==> config.mk <==
export PLATFORM = sky130hd
export DESIGN_NAME = start_stop_pulse_gen
export DESIGN_NICKNAME = d
export VERILOG_FILES = /design/src/rtl/start_stop_pulse_gen_pkg.sv /design/src/rtl/start_stop_pulse_gen_pulse_timer.sv /design/src/rtl/start_stop_pulse_gen.sv
export SDC_FILE = /design/constraint.sdc
export NUM_CORES = 1
export LEC_CHECK = 0
export CAP_MARGIN = 20
export CORE_MARGIN = 1.5
export CORE_UTILIZATION = 57
export DETAILED_ROUTE_END_ITERATION = 12
export PLACE_DENSITY = 0.88
export SETUP_SLACK_MARGIN = 0.2
export SLEW_MARGIN = 20
export SYNTH_ARGS = -nofsm -noshare
export SYNTH_HDL_FRONTEND = slang
export SYNTH_SLANG_ARGS = --single-unit
==> constraint.sdc <==
create_clock -name clk -period 2.8 [get_ports clk]
set_input_delay 0.56 -clock clk [delete_from_list [all_inputs] [get_ports clk]]
set_output_delay 0.56 -clock clk [all_outputs]
set_load 0.05 [all_outputs]
==> src/rtl/start_stop_pulse_gen_pkg.sv <==
// Shared types and helpers for the TDC start/stop stimulus generator.
package start_stop_pulse_gen_pkg;

  localparam int unsigned NSTOP_DEFAULT = 8;
  localparam int unsigned DW_DEFAULT    = 8;
  localparam int unsigned WW_DEFAULT    = 4;

  typedef enum logic [2:0] {
    StIdle  = 3'd0,
    StStart = 3'd1,
    StDelay = 3'd2,
    StStop  = 3'd3,
    StGap   = 3'd4,
    StFin   = 3'd5
  } state_e;

  // Lower-bound clamp used to derive effective pulse width, delay and step.
  function automatic logic [31:0] max_clamp(input logic [31:0] a, input logic [31:0] floor_v);
    return (a > floor_v) ? a : floor_v;
  endfunction

endpackage

==> src/rtl/start_stop_pulse_gen_pulse_timer.sv <==
// Loadable down-counter shared by every timed FSM state; zero marks the last cycle of a state.
module pulse_timer #(
  parameter int unsigned CW = 9
) (
  input  logic          clk,
  input  logic          res,
  input  logic          load,
  input  logic [CW-1:0] load_val,
  input  logic          count,
  output logic          zero
);

  logic [CW-1:0] cnt_q;

  always_ff @(posedge clk or negedge res) begin
    if (!res) begin
      cnt_q <= '0;
    end else if (load) begin
      cnt_q <= load_val;
    end else if (count && (cnt_q != '0)) begin
      cnt_q <= cnt_q - CW'(1);
    end
  end

  assign zero = (cnt_q == '0);

endmodule

==> src/rtl/start_stop_pulse_gen.sv <==
// Emits one start pulse then NSTOP evenly spaced stop pulses per trigger, for TDC self-test.
module start_stop_pulse_gen
  import start_stop_pulse_gen_pkg::*;
#(
  parameter int unsigned NSTOP = NSTOP_DEFAULT,
  parameter int unsigned DW    = DW_DEFAULT,
  parameter int unsigned WW    = WW_DEFAULT
) (
  input  logic             clk,
  input  logic             res,
  input  logic             trig,
  input  logic             abort,
  input  logic [NSTOP-1:0] stop_mask,
  input  logic [DW-1:0]    delay_base,
  input  logic [DW-1:0]    delay_step,
  input  logic [WW-1:0]    pulse_width,
  output logic             startpulse,
  output logic [NSTOP-1:0] stoppulse,
  output logic             busy,
  output logic             done
);

  localparam int unsigned CW = DW + 1;
  localparam int unsigned KW = (NSTOP > 1) ? $clog2(NSTOP) : 1;
  localparam logic [CW-1:0] One = CW'(1);

  state_e           state_q;
  logic [KW-1:0]    k_q;
  logic [CW-1:0]    w_q, d_q, s_q;
  logic [NSTOP-1:0] mask_q;
  logic             startpulse_q, busy_q, done_q;
  logic [NSTOP-1:0] stoppulse_q;

  logic [CW-1:0] w_in, d_in, s_in;
  logic [KW-1:0] k_inc;
  logic          last_stop;
  logic          timer_load, timer_count, timer_zero;
  logic [CW-1:0] timer_val;

  // Effective values are computed one bit wider than the inputs so the clamp never wraps.
  assign w_in = CW'(max_clamp(32'(pulse_width), 32'd1));
  assign d_in = CW'(max_clamp(32'(delay_base), 32'(w_in)));
  assign s_in = CW'(max_clamp(32'(delay_step), 32'(w_in)));

  assign k_inc     = k_q + KW'(1);
  assign last_stop = (k_q == KW'(NSTOP - 1));

  function automatic logic [NSTOP-1:0] chan_sel(input logic [KW-1:0] k);
    return NSTOP'(1) << k;
  endfunction

  // Timer holds (remaining cycles - 1) of the current state.
  always_comb begin
    timer_load  = 1'b0;
    timer_count = 1'b0;
    timer_val   = '0;
    unique case (state_q)
      StIdle: begin
        if (trig) begin
          timer_load = 1'b1;
          timer_val  = w_in - One;
        end
      end
      StStart: begin
        if (timer_zero) begin
          timer_load = 1'b1;
          timer_val  = (d_q != w_q) ? (d_q - w_q - One) : (w_q - One);
        end else begin
          timer_count = 1'b1;
        end
      end
      StDelay, StGap: begin
        if (timer_zero) begin
          timer_load = 1'b1;
          timer_val  = w_q - One;
        end else begin
          timer_count = 1'b1;
        end
      end
      StStop: begin
        if (timer_zero) begin
          if (!last_stop) begin
            timer_load = 1'b1;
            timer_val  = (s_q != w_q) ? (s_q - w_q - One) : (w_q - One);
          end
        end else begin
          timer_count = 1'b1;
        end
      end
      default: ;
    endcase
  end

  pulse_timer #(
    .CW(CW)
  ) u_pulse_timer (
    .clk      (clk),
    .res      (res),
    .load     (timer_load),
    .load_val (timer_val),
    .count    (timer_count),
    .zero     (timer_zero)
  );

  always_ff @(posedge clk or negedge res) begin
    if (!res) begin
      state_q      <= StIdle;
      k_q          <= '0;
      w_q          <= '0;
      d_q          <= '0;
      s_q          <= '0;
      mask_q       <= '0;
      startpulse_q <= 1'b0;
      stoppulse_q  <= '0;
      busy_q       <= 1'b0;
      done_q       <= 1'b0;
    end else begin
      done_q <= 1'b0;
      if (abort && (state_q != StIdle)) begin
        state_q      <= StIdle;
        startpulse_q <= 1'b0;
        stoppulse_q  <= '0;
        busy_q       <= 1'b0;
      end else begin
        unique case (state_q)
          StIdle: begin
            if (trig) begin
              state_q      <= StStart;
              startpulse_q <= 1'b1;
              busy_q       <= 1'b1;
              k_q          <= '0;
              w_q          <= w_in;
              d_q          <= d_in;
              s_q          <= s_in;
              mask_q       <= stop_mask;
            end
          end
          StStart: begin
            if (timer_zero) begin
              startpulse_q <= 1'b0;
              if (d_q != w_q) begin
                state_q <= StDelay;
              end else begin
                state_q     <= StStop;
                stoppulse_q <= mask_q & chan_sel(k_q);
              end
            end
          end
          StDelay, StGap: begin
            if (timer_zero) begin
              state_q     <= StStop;
              stoppulse_q <= mask_q & chan_sel(k_q);
            end
          end
          StStop: begin
            if (timer_zero) begin
              stoppulse_q <= '0;
              if (last_stop) begin
                state_q <= StFin;
                done_q  <= 1'b1;
                busy_q  <= 1'b0;
              end else begin
                k_q <= k_inc;
                if (s_q != w_q) begin
                  state_q <= StGap;
                end else begin
                  // Back-to-back slots: hand the pulse straight to the next channel.
                  stoppulse_q <= mask_q & chan_sel(k_inc);
                end
              end
            end
          end
          StFin: begin
            state_q <= StIdle;
          end
          default: begin
            state_q <= StIdle;
          end
        endcase
      end
    end
  end

  assign startpulse = startpulse_q;
  assign stoppulse  = stoppulse_q;
  assign busy       = busy_q;
  assign done       = done_q;

endmodule

== Word level (Yosys, flattened, before mapping) ==
Index checks and enable logic that the tools add are counted.

* Bits in registers: 61
* Logic and storage cells: 117
* Input port bits: 32

* Equal/unequal tests: 17
* Muxes and demuxes: 53
* Order comparisons: 3
* Bitwise gates (word level): 3
* $add $sub $neg: 8
* Shifts and indexed selects: 2
* Reduce and logical (&&, ||, !) cells: 20

{| class="wikitable"
|+ Operators with widths
! kind !! count
|-
| 2-to-1 mux 9 bit || 9
|-
| 2-to-1 mux 8 bit || 9
|-
| case mux 9 bit (4 select lines) || 1
|-
| subtractor 9 x 1 -> 9 bit (second input constant) || 4
|-
| 2-to-1 mux 3 bit || 10
|-
| case mux 8 bit (3 select lines) || 1
|-
| != test 3 bit (second input constant) || 6
|-
| != test 9 bit || 2
|-
| subtractor 9 bit || 2
|-
| 2-to-1 mux 1 bit || 17
|-
| bitwise AND 8 bit || 2
|-
| > comparator 8 x 4 -> 1 bit || 2
|-
| << shifter 1 x 3 -> 8 bit (first input constant) || 2
|-
| AND reduction 5 bit || 3
|-
| case mux 3 bit (4 select lines) || 1
|-
| logical NOT 9 bit || 1
|-
| nonzero test 3 bit || 3
|-
| nonzero test 9 bit || 1
|-
| equality test 3 x 2 -> 1 bit (second input constant) || 2
|-
| equality test 3 bit (second input constant) || 2
|-
| != test 2 bit (second input constant) || 3
|-
| case mux 3 bit (2 select lines) || 1
|-
| AND reduction 3 bit || 2
|-
| subtractor 4 x 1 -> 5 bit (second input constant) || 1
|-
| other kinds (16) || 19
|}

== Depth between registers and ports, before layout ==
Gate-level depths: netlist of run 1.

* Depth in word-level cells: 8
* Depth in mapped cells: 10
* Depth with buffers taken out: 10

== By module ==
A second synthesis of run 1 with hierarchy kept.

* Cells, all modules: 484
* Area, all modules: 4045.1 um2

{| class="wikitable"
|+ By module, submodules not included
! module !! area each (um2) !! instances !! cells an instance !! sequential area each (um2)
|-
| start_stop_pulse_gen || 3420.8 || 1 || 409 || 1126.1
|-
| pulse_timer || 624.3 || 1 || 75 || 225.2
|}

== Worst setup path after synthesis of run 1 ==
Ideal clock, no wire load.

* Path kind: input -> register
* From: in pulse_width[1]
* To: reg d_q[0]
* Path slack: 0.234 ns
* Cell stages on the path: 9
* Arrival: 2.431 ns
* Path buffers: 1
* Cell sequence: clkbuf_1 -> inv_1 -> a31o_2 -> ha_1 -> a2bb2oi_1 -> maj3_1 -> a221o_1 -> mux2i_1 -> o21ai_0

* Longest elaborated chain between the ends: 4

{| class="wikitable"
|+ RTL lines
! what !! RTL line !! source
|-
| start, declared || start_stop_pulse_gen.sv:16 || <nowiki>input logic [WW-1:0] pulse_width,</nowiki>
|-
| > comparator 4 x 1 -> 1 bit || start_stop_pulse_gen_pkg.sv:19 || <nowiki>return (a > floor_v) ? a : floor_v;</nowiki>
|-
| 2-to-1 mux 4 bit * || start_stop_pulse_gen_pkg.sv:19 ||
|-
| > comparator 8 x 4 -> 1 bit || start_stop_pulse_gen_pkg.sv:19 ||
|-
| 2-to-1 mux 8 bit * || start_stop_pulse_gen_pkg.sv:19 ||
|-
| end signal, assigned || start_stop_pulse_gen.sv:133 || <nowiki>d_q <= d_in;</nowiki>
|-
| end, declared || start_stop_pulse_gen.sv:29 || <nowiki>logic [CW-1:0] w_q, d_q, s_q;</nowiki>
|}

Mark *: on every way between the ends. The rest lies on a longest branch, timed or not.
A chain may end at the register's enable or synchronous reset.

== Worst setup path after layout of run 1 ==
* From: reg w_q[0]
* To: reg u_pulse_timer.cnt_q[6]

* Longest elaborated chain between the ends: 7
* Elaborated cells on any way between the ends: 15

{| class="wikitable"
|+ RTL lines
! what !! RTL line !! source
|-
| start, declared || start_stop_pulse_gen.sv:29 ||
|-
| start signal, assigned || start_stop_pulse_gen.sv:132 || <nowiki>w_q <= w_in;</nowiki>
|-
| subtractor 9 bit || start_stop_pulse_gen.sv:84 || <nowiki>timer_val = (s_q != w_q) ? (s_q - w_q - One) : (w_q - One);</nowiki>
|-
| subtractor 9 x 1 -> 9 bit || start_stop_pulse_gen.sv:84 ||
|-
| 2-to-1 mux 9 bit || start_stop_pulse_gen.sv:84 ||
|-
| 2-to-1 mux 9 bit || start_stop_pulse_gen.sv:82 || <nowiki>if (!last_stop) begin</nowiki>
|-
| 2-to-1 mux 9 bit || start_stop_pulse_gen.sv:81 || <nowiki>if (timer_zero) begin</nowiki>
|-
| case mux 9 bit (4 select lines) * || start_stop_pulse_gen.sv:57 || <nowiki>unique case (state_q)</nowiki>
|-
| 2-to-1 mux 9 bit * || start_stop_pulse_gen_pulse_timer.sv:18 || <nowiki>end else if (load) begin</nowiki>
|-
| end signal, assigned || start_stop_pulse_gen_pulse_timer.sv:19 || <nowiki>cnt_q <= load_val;</nowiki>
|-
| end signal, assigned || start_stop_pulse_gen_pulse_timer.sv:21 || <nowiki>cnt_q <= cnt_q - CW'(1);</nowiki>
|-
| end, declared || start_stop_pulse_gen_pulse_timer.sv:13 || <nowiki>logic [CW-1:0] cnt_q;</nowiki>
|}

Marked as above.

==> results of run 1 <==
## worst max-delay path by stage
stage	endpoint	slack, ps
finish	u_pulse_timer.cnt_q[6]	250
detailed placement	d_q[3]	-100
global placement	d_q[3]	-10
global route	u_pulse_timer.cnt_q[6]	160
floorplan	d_q[0]	230
CTS	d_q[3]	230
## logic make-up after synthesis
logic type      share of synthesized area (%)
compound gates                          20.85
fa+ha+maj                               9.524
simple gates                            25.06
xor+xnor                                2.069
buf+inv                                 4.105
mux                                     2.923
flops                                   35.47
## metal layers
metal	part of all wire, %	wire (um)
met1	42	4386
met2	48	4969
met3	7.6	789
met4	2.3	243
met5	0	0
## flip-flops by register name, indices dropped and copies added (netlist names)
name                 cells
startpulse               1
busy                     1
state_q                  3
u_pulse_timer.cnt_q      9
w_q                      4
stoppulse                8
k_q                      3
d_q                      8
done                     1
s_q                      8
mask_q                   8
## cell usage in the layout (no fill, tap or decap), drive strengths merged, types with 5 or more instances in the layout
master,count
a211oi,6
a21oi,25
a22oi,5
a31oi,6
a32oi,5
buf,30
clkbuf,5
clkdlybuf4s50,38
dfrtp,54
ha,25
inv,23
mux2i,10
nand2,102
nand3,9
nor2,33
nor3,14
nor4,7
o21ai,50
xnor2,5
## layout make-up
type	instances	area (um2)	share of cell area, %
multi-input cells	377	2365	51.07
repair buffers	71	640.6	13.83
clock buffers	5	68.82	1.486
inverters	21	78.83	1.702
well taps	77	96.34	2.081
flip-flops and latches	54	1353	29.21
clock inverters	3	28.78	0.6215
## report_power, final
part,internal [mW],total (mW),switching [mW]
Combinational,0.963,2.38,1.42
Sequential,1.06,1.38,0.320
Clock,0.188,0.485,0.297
Total,2.21,4.25,2.03
## critical path, delay by kind of cell (launching register included)
family                     cells  cell delay [ps]
AOI/OAI and AO/OA              4              660
adders and majority gates      2              620
buffers and inverters          2              220
DFF                            1              460
and+or+nand+nor                2              490
## per-stage QoR
stage | setup slack [ps] | total power, mW
2_1_floorplan | 233.8 | 2.934
3_3_place_gp | -10.54 | 3.499
3_5_place_dp | -101.4 | 3.599
4_1_cts | 229.2 | 4.119
5_1_grt | 162.5 | 4.557
6_report | 251.7 | 4.246
## timing repair
item                                    CTS  global route
endpoints found under the hold margin     0             0
resized for setup                         3            18
pin swaps                                 0             4
setup buffers                             0             1
endpoints found under the setup margin    5            17
==> flow_summary.json, run 1 <==
{
  "cp.required_ps": 3020,
  "hold_slack_ps": 167.5,
  "n_antenna_cell": 0,
  "cts_inserted_buffers": 5,
  "htreeDepth": 2,
  "ys_seq_area_share_pct": 35.47,
  "drc": 0,
  "grt_use_met3_pct": 5.506,
  "place_area_um2": 4454,
  "grt_overflow_total": 0,
  "dp.cells": 599,
  "hpwl_um": 7699,
  "synthArstFlopShare_pct": 100.0,
  "grt_pass1_vias": 3609,
  "row_count": 29,
  "cellLeakagePower_nw": 2.074,
  "ys_ff_latch": 54,
  "synthDistinctLibCells": 62,
  "syn_nets": 529,
  "drive_gt1_share_pct": 11.86,
  "grt_max_degree": 24,
  "synth_warnings": 0,
  "synthFlopType": "dfrtp_1",
  "die-area_um2": 7183,
  "holdCritPathClass": "in -> async",
  "synth_cells": 470,
  "die_w_um": 84.76,
  "ir_drop_uv": 567.6,
  "clock_latency_ps": 330,
  "r2r_cells": 10,
  "fmax_ghz": 0.3924,
  "critPathMostFrequentCell": "inv_1",
  "synth.most_common_cell": "nand2_1",
  "synth_largest_area_cell": "dfrtp_1",
  "worst-slew-pin-transition_ps": 527.1,
  "core-area_um2": 6386,
  "setup_viol": 0,
  "drv_slew": 0,
  "cts_buffer_depth": 2,
  "outcome": "finished, final reports clean",
  "cpPeakStageDelay_ps": 460,
  "synth-edff-count": 0,
  "netlist_area_um2": 3810,
  "grt_usage_pct": 29.33,
  "met1_usage_pct": 40.64,
  "post_drt_wl_per_cell_um": 17.09,
  "period_minus_slack_ps": 2548,
  "busiest_layer": "met2",
  "worstSetupEndpointType": "flop",
  "final_area_um2": 4631,
  "drtPass1Iterations": 7,
  "dieHeight_um": 84.76,
  "final_util_pct": 72.51,
  "reg2reg_slack_ps": 250,
  "netlist_top_cells_area": "dfrtp_1 35%, nand2_1 10%, ha_1 8.2%",
  "final_antenna_net_count": 0,
  "p_per_area_nw_per_um2": 917.0,
  "fill_cells": 480,
  "cp.arrival_ps": 2760,
  "syn_avg_cell_area_um2": 8.106,
  "maxCapViolCount": 0,
  "start_kind": "flop",
  "path_cells": "inv_1, ha_1, inv_1, fa_1, nand2b_1, a21oi_4, a211oi_1, or2_2, a21oi_1, a221oi_1",
  "fin_crit_sh_pct": 91.01,
  "viasPerCell": 6.319,
  "routabilityCongestion": 0.9503,
  "timing.setup.tns_ps": 0,
  "vias": 3842,
  "yosys.area.top_type_share_pct": 35.47,
  "skew_ps": 20.72,
  "fin_nets": 589,
  "cts_sinks": 54,
  "root_buffer": "clkbuf_8",
  "port-buffer-count": 42,
  "crit_type": "reg -> reg",
  "crit_fanout": 5,
  "antenna_found_initial": 0,
  "hold_viol": 0,
  "clk_pin_slew_ps": 120,
  "grt_pass1_wl_um": 17000,
  "cts_tree": "done",
  "io_pins": 43,
  "crit_start": "w_q[0]",
  "cts-hold-fix-buffers": 0,
  "start_util_pct": 59.66,
  "crit_path_top_delay_cell": "dfrtp_2",
  "drt_wl_total_um": 10390,
  "r2r-start": "w_q[0]",
  "rsz0062_at_grt": "true",
  "relSlewSlack_pct": 64.53,
  "rr_endpoint": "u_pulse_timer.cnt_q[6]",
  "stdcell_count": 608,
  "syn2layout_area_growth_pct": 21.54,
  "use_met2_pct": 46.46,
  "synth_common_cells": "102 x nand2_1, 54 x dfrtp_1, 47 x o21ai_0",
  "drtIter0Drc": 445
}
(Power assumes the default switching activity.)
==> run 2: changes to the inputs <==
--- a/config.mk
+++ b/config.mk
@@ -5,7 +5,6 @@
 export SDC_FILE = /design/constraint.sdc
 export NUM_CORES = 1
 export LEC_CHECK = 0
-export CAP_MARGIN = 20
 export CORE_MARGIN = 1.5
 export CORE_UTILIZATION = 57
 export DETAILED_ROUTE_END_ITERATION = 12
==> results of run 2 <==
Final layout, timing and power as in run 1 (identical DEF).
==> run 3: changes to the inputs <==
--- a/config.mk
+++ b/config.mk
@@ -8,7 +8,7 @@
 export CORE_MARGIN = 1.5
 export CORE_UTILIZATION = 57
 export DETAILED_ROUTE_END_ITERATION = 12
-export PLACE_DENSITY = 0.88
+export PLACE_DENSITY = 0.85
 export SETUP_SLACK_MARGIN = 0.2
 export SLEW_MARGIN = 20
 export SYNTH_ARGS = -nofsm -noshare
==> run 3 against run 2 <==
Register-to-register slack improved by 40 ps. First-iteration DRC count down 19%. Clock skew down 13 ps. Critical endpoint is now state_q[2]. Largest cell class unchanged. Core utilization up 0.14 points. Wire length is 1.6% lower. Sequential share of layout area is 0.055 points lower. Sequential cell count stayed put. Via count is 1.7% lower. Sequential power about the same.
==> flow_summary.json, run 3 (same netlist as run 1, synthesis figures left out) <==
{
  "outcome": "finished, final reports clean",
  "port-buffer-count": 42,
  "final_common_cell": "nand2_1",
  "cts_sinks": 54,
  "drt_wl_total_um": 10220,
  "syn2layout_area_growth_pct": 21.77,
  "dieHeight_um": 84.76,
  "io_pins": 43,
  "clk_pin_slew_ps": 110,
  "setup_ws_ps": 286.9,
  "drive_gt1_share_pct": 12.08,
  "fin_crit_sh_pct": 89.75,
  "final_util_pct": 72.65,
  "cellLeakagePower_nw": 2.058,
  "skew_ps": 8.176,
  "final_area_um2": 4639,
  "start_util_pct": 59.66,
  "drtIter0Drc": 362,
  "core-area_um2": 6386,
  "switchingPower_mw": 1.979,
  "rsz0062_at_grt": "true",
  "cts_tree": "done",
  "pwr-share-clk_pct": 11.2,
  "crit_type": "reg -> reg",
  "crit_fanout": 6,
  "hold_viol": 0,
  "antenna_found_initial": 0,
  "holdCritPathClass": "in -> async",
  "grt_pass1_wl_um": 16710,
  "die-area_um2": 7183,
  "start_kind": "flop",
  "p_seq_share_pct": 32.0,
  "final_cell_mix": "102 x nand2_1, 53 x dfrtp_1, 44 x o21ai_0",
  "crit_path_top_delay_cell": "dfrtp_1",
  "row_count": 29,
  "cp_top_family": "simple AND/OR/NAND/NOR gates",
  "cts_inserted_buffers": 5,
  "maxCapViolCount": 0,
  "root_buffer": "clkbuf_8",
  "n_antenna_cell": 0,
  "grt_pass1_vias": 3588,
  "drc": 0,
  "htreeDepth": 2,
  "setup_viol": 0,
  "cpPeakStageDelay_ps": 470,
  "grt_max_degree": 39,
  "worstSetupEndpointType": "flop",
  "cts_buffer_depth": 2,
  "drtPass1Iterations": 5,
  "stdcell_count": 607,
  "final_antenna_net_count": 0,
  "fin_nets": 588,
  "vias": 3775,
  "fill_cells": 469,
  "place_area_um2": 4459,
  "post_drt_wl_per_cell_um": 16.84,
  "viasPerCell": 6.219,
  "ir_drop_uv": 472.7,
  "swShare_pct": 46.97,
  "p_int_mw": 2.234,
  "worst-slew-pin-transition_ps": 728.5,
  "dp_slack_ps": -146.9,
  "hold_slack_ps": 287.4,
  "largest_reg_flops": 9,
  "cp.arrival_ps": 2720,
  "drv_slew": 0,
  "period_minus_slack_ps": 2513,
  "routabilityCongestion": 0.8852,
  "path_buf_inv": 0,
  "grt_usage_pct": 28.79,
  "cp.required_ps": 3010,
  "cts-hold-fix-buffers": 0,
  "grt_overflow_total": 0,
  "power_frac_comb_pct": 56.8,
  "critPathMostFrequentCell": "ha_1",
  "dp.cells": 598,
  "p_per_area_nw_per_um2": 908.1,
  "fmax_ghz": 0.3979,
  "hpwl_um": 7599,
  "die_w_um": 84.76,
  "clock_latency_ps": 320,
  "path_cells": "ha_1, ha_1, nand4bb_1, or3_4, a211o_1, a21oi_2, mux2_1",
  "relSlewSlack_pct": 51.06,
  "top_register": "u_pulse_timer.cnt_q"
}
## run 3: power by group through the flow
stage               clock [mW]  sequential [mW]  combinational, mW
global route             0.512             1.38               2.64
global placement             0             1.33               2.19
finish                   0.473             1.35               2.39
CTS                      0.479             1.33               2.27
floorplan                    0             1.36               1.58
detailed placement           0             1.35               2.25
## run 3: per-layer routing
layer	routed length [um]	GRT usage, %	up-vias
met5	0	0	-
met4	253	11.00	0
met3	716	4.326	24
met2	4701	45.82	189
met1	4550	39.87	1762
li1	-	-	1800
## run 3: cell type report
type | instances | area, um2 | area share (%)
clock buffer | 5 | 68.82 | 1.483
clock inverter | 3 | 27.53 | 0.5933
inverter | 21 | 78.83 | 1.699
multi-input combinational | 377 | 2372 | 51.13
sequential | 54 | 1353 | 29.15
tap | 77 | 96.34 | 2.077
timing repair buffer | 70 | 643.1 | 13.86
## run 3: final timing paths
path / slack (ps) / from / depth (start not counted) / end
worst max register to register: 290 / k_q[0] / 7 / state_q[2]
min in group clk: 490 / mask_q[2] / 2 / mask_q[2]
worst min-delay path: 290 / res / 1 / u_pulse_timer.cnt_q[2]
max in group asynchronous: 1840 / res / 2 / u_pulse_timer.cnt_q[8]
worst max-delay path: 290 / k_q[0] / 7 / state_q[2]
worst min register to register: 490 / mask_q[2] / 2 / mask_q[2]
## run 3: stage by stage
stage                     power, mW  setup TNS, ps
final                         4.213              0
after floorplan               2.934              0
after detailed placement      3.597         -623.9
after CTS                     4.082              0
after global placement        3.520         -42.35
after global routing          4.537              0
## run 3: what timing repair did
item / in CTS / in global routing
setup endpoints to repair: 6 / 24
pin swaps: 1 / 4
hold endpoints to repair: 0 / 0
buffers inserted: 0 / 1
resized for setup: 3 / 17
